[src/rtl/pc_sequencer.sv]
// Fetch-stage program-counter sequencer: BOOT/RUN/HALT control of the fetch PC,
// with stall, redirect and halt/resume handling. Optional counters under PC_SEQ_PERF_EN.
module pc_sequencer #(
    parameter logic [31:0] RESET_PC = 32'h0000_0000
) (
    input  logic        clk_i,
    input  logic        rst_i,
    input  logic        conflict_i,
    input  logic        redirect_i,
    input  logic [31:0] redirect_pc_i,
    input  logic        halt_i,
    input  logic        resume_i,
    output logic [31:0] pc_o,
    output logic [31:0] inst_pc_o,
    output logic        inst_valid_o,
    output logic        flush_o,
    output logic        misalign_o,
    output logic        halted_o
`ifdef PC_SEQ_PERF_EN
    ,
    output logic [31:0] fetch_cnt_o,
    output logic [31:0] stall_cnt_o
`endif
);

    typedef enum logic [1:0] {StBoot, StRun, StHalt} state_e;

    state_e      r_state;
    logic [31:0] r_pc;
    logic [31:0] r_inst_pc;
    logic        r_inst_valid;
    logic        r_misalign;

    logic [31:0] w_target;
    logic        w_misalign;
    logic        w_halt_take;

    assign w_target    = {redirect_pc_i[31:2], 2'b00};
    assign w_misalign  = |redirect_pc_i[1:0];
    // A halt request waits until the hazard stall clears.
    assign w_halt_take = halt_i & ~conflict_i;

    always_ff @(posedge clk_i) begin
        if (rst_i) begin
            r_state      <= StBoot;
            r_pc         <= RESET_PC;
            r_inst_pc    <= 32'h0;
            r_inst_valid <= 1'b0;
            r_misalign   <= 1'b0;
        end else begin
            r_misalign <= 1'b0;
            unique case (r_state)
                StBoot: begin
                    r_state      <= StRun;
                    r_inst_valid <= 1'b0;
                end
                StRun: begin
                    if (redirect_i) begin
                        r_pc         <= w_target;
                        r_inst_valid <= 1'b0;
                        r_misalign   <= w_misalign;
                        if (w_halt_take) begin
                            r_state <= StHalt;
                        end
                    end else if (w_halt_take) begin
                        r_state      <= StHalt;
                        r_inst_valid <= 1'b0;
                    end else if (!conflict_i) begin
                        r_inst_pc    <= r_pc;
                        r_inst_valid <= 1'b1;
                        r_pc         <= r_pc + 32'd4;
                    end
                end
                StHalt: begin
                    r_inst_valid <= 1'b0;
                    if (redirect_i) begin
                        r_pc       <= w_target;
                        r_misalign <= w_misalign;
                    end
                    if (resume_i) begin
                        r_state <= StRun;
                    end
                end
                default: begin
                    r_state      <= StBoot;
                    r_inst_valid <= 1'b0;
                end
            endcase
        end
    end

    assign pc_o         = r_pc;
    assign inst_pc_o    = r_inst_pc;
    assign inst_valid_o = r_inst_valid;
    assign misalign_o   = r_misalign;
    assign halted_o     = (r_state == StHalt);
    assign flush_o      = ~rst_i & redirect_i & ((r_state == StRun) | (r_state == StHalt));

`ifdef PC_SEQ_PERF_EN
    logic [31:0] r_fetch_cnt;
    logic [31:0] r_stall_cnt;

    always_ff @(posedge clk_i) begin
        if (rst_i) begin
            r_fetch_cnt <= 32'h0;
            r_stall_cnt <= 32'h0;
        end else if (r_state == StRun && !redirect_i) begin
            if (conflict_i) begin
                r_stall_cnt <= r_stall_cnt + 32'd1;
            end else if (!halt_i) begin
                r_fetch_cnt <= r_fetch_cnt + 32'd1;
            end
        end
    end

    assign fetch_cnt_o = r_fetch_cnt;
    assign stall_cnt_o = r_stall_cnt;
`endif

endmodule

[config.mk]
export PLATFORM = sky130hd
export DESIGN_NAME = pc_sequencer
export DESIGN_NICKNAME = d
export VERILOG_FILES = /design/src/rtl/pc_sequencer.sv
export SDC_FILE = /design/constraint.sdc
export NUM_CORES = 1
export LEC_CHECK = 0
export ABC_AREA = 1
export CORE_UTILIZATION = 51
export DETAILED_ROUTE_END_ITERATION = 10
export PLACE_DENSITY = 0.95
export SYNTH_ARGS = -nofsm -noshare
export SYNTH_HDL_FRONTEND = slang
export SYNTH_SLANG_ARGS = --single-unit
[constraint.sdc]
create_clock -name clk_i -period 2.16 [get_ports clk_i]
set_input_delay 0.216 -clock clk_i [delete_from_list [all_inputs] [get_ports clk_i]]
set_output_delay 0.216 -clock clk_i [all_outputs]
set_load 0.02 [all_outputs]
==> run metrics <==
register area share after synthesis 35.8%; WHS 460 ps; Hold WC Path Type input port to flip-flop; TritonCTS buffer count 9; status complete, no violations; pin count of the biggest net entering global routing 38; simple-gate share of the synthesized area 36.8%; CTS Sinks 64; I/O Buffers 101; antenna diode count 0; largest family of logic cells by synthesized area simple AND/OR/NAND/NOR gates; Leakage 0.00180 µW; RSZ-0062 raised after global routing no; DRC 0; PwrDens 962 mW/mm²; Die X-Extent 85.7 µm; vias in the first global route 3825; Net count, final 684; CP Capture Type output port; area of the die 0.00735 mm²; Synth Area in Compound Gates 17.2%; mux contribution to synthesized area 0%; Routed Antenna Nets 0; Starting Density 52.6%; Setup TNS 0 ps; FILL cells 576; Worst EP required 1940 ps; dominant synthesized flop cell dfxtp_1; Yosys top cell by area dfxtp_1; first-pass GRT wire length 18100 µm; dpl cell area 0.00464 mm²; initial antenna violation count 0; Post-Synth Adder-Cell Area 1.40%; final setup fails 0; Synth Area in XOR/XNOR 0.735%; area growth from synthesis to layout 35.3%; worst-skew pair later-pin latency 350 ps; chip height 85.7 µm; via count 3970; Clock Root Buffer clkbuf_8; critical setup path kind flip-flop to output port; Startpoint Class flip-flop; yosys warns 0; Worst Skew 6.15 ps; GRT Total Usage 31.3%; Synth area leaders dfxtp_1 (36%), nand2_1 (14%), nor2_1 (9.6%); CP arrival 1750 ps; max-cap violation count 0; Mapped Avg Cell Area 6.54 µm²; Final Cycle Share 91.0%; CTS clock-pin slew for the worst setup and hold paths 60 ps; number of synthesized flops with an enable pin 0; Finished Cell Area 0.00484 mm²; Fmax 0.509 GHz; CTS tree built; GPL Wtd Cong 0.925; layout cells sized above 1 10.1%; CTS max path bufs 2; mapped cell area 0.00358 mm²; Rows 30; vias per cell 5.36; post-synth cell types 35; most common library cells after synthesis nand2_1 (132), nor2_1 (91), dfxtp_1 (64); number of DRC markers in iteration 0 269; Routed Wire Length 10800 µm; final slew viol count 0; post-route minimum period 1960 ps; Top Ports 106; Cells after Synth 547; dpl hpwl 7790 µm; core area 0.00679 mm²; Detailed Routing Iterations Pass 1 6; maximum vdd drop 835 µV; H-Tree Depth 3; crit path max fanout 5; DR WL/cell 14.6 µm; async set-reset flop share out of synthesis 0%; FF+latch count, synth 64; global route overflow 0; final hold violation count 0; top-count cell post-synth nand2_1; postcts setup bufs 0; post-synth top area share 35.8%; Hold Buf Count CTS 0; PostCTS Resize Cnt 0
## final cells by class
class	count	area, µm²	share of cell area [%]
clock inverters	3	42.5	0.879
flip-flops and latches	64	1280	26.5
repair buffers	109	1070	22.2
multi-input cells	422	2030	42.0
well taps	96	120	2.48
clock buffers	11	151	3.13
inverters	36	138	2.84
## registers in the layout, indices dropped and copies added (netlist names)
| register | count |
|---|---|
| pc_o | 30 |
| r_state | 2 |
| inst_valid_o | 1 |
| inst_pc_o | 30 |
| misalign_o | 1 |
## layer usage
layer | global-route usage (%) | up-vias | share of wire [%]
li1 | - | 1954 | -
met1 | 37.9 | 1832 | 42
met2 | 54.4 | 162 | 49
met3 | 7.31 | 22 | 6.8
met4 | 10.8 | 0 | 2.1
met5 | 0 | - | 0
## layout by cell type, fill, tap and decap left out, types with 2 or more instances in the layout
master,Yosys,final
a211oi_1,2,2
a21oi_1,46,46
a21oi_2,4,4
a31oi_1,3,3
buf_4,4,8
clkbuf_8,0,11
clkdlybuf4s50_1,0,100
conb_1,1,4
dfxtp_1,64,64
ha_1,4,4
inv_1,32,32
inv_2,3,3
nand2_1,132,132
nand2_2,12,12
nand3_1,29,29
nand4_1,5,5
nor2_1,91,91
nor2_2,10,9
nor2_4,8,9
nor3_1,4,4
o21a_1,3,3
o21ai_0,48,48
o21ai_1,5,5
o22ai_1,2,2
xnor2_1,3,3
## critical path, stage by stage (launching register included)
cell	delay, ps
dfxtp_1	330
inv_1	100
ha_1	310
clkdlybuf4s50_1	670
## cell families after synthesis
kind of cell / count (synthesis)
AND/OR/NAND/NOR: 296
AO/OA/AOI/OAI: 115
buffers and inverters: 64
flip-flops: 64
adder cells (fa/ha/maj): 4
XOR/XNOR: 3
other: 1
## stage by stage
stage / utilization (%) / std cells / setup slack (ps) / power [µW]
4_1_cts: 71.2 / 741 / 70.2 / 4660
5_1_grt: 71.2 / 741 / 154 / 4940
3_3_place_gp: 68.3 / 727 / 283 / 3520
2_1_floorplan: - / 550 / 531 / 2820
3_5_place_dp: 68.3 / 727 / 232 / 3590
6_report: 71.2 / 741 / 195 / 4650
## report_power, final
group	internal (µW)	switching (µW)
Combinational	775	1130
Clock	581	471
Sequential	1410	290
Total	2760	1890
## path summary, 6_finish.rpt
kind                             startpoint                         to  slack [ps]  cells past startpoint
hold / removal             redirect_pc_i[0]      misalign_o$_SDFF_PP0_         460                      2
hold reg to reg   inst_pc_o[4]$_SDFFE_PP0P_  inst_pc_o[4]$_SDFFE_PP0P_         520                      2
setup / recovery    r_state[0]$_SDFFE_PP0P_                   halted_o         200                      3
setup reg to reg    r_state[0]$_SDFFE_PP0P_       pc_o[9]$_SDFFE_PP0P_         280                      9
Note: power is estimated with default switching activity, not from simulation.
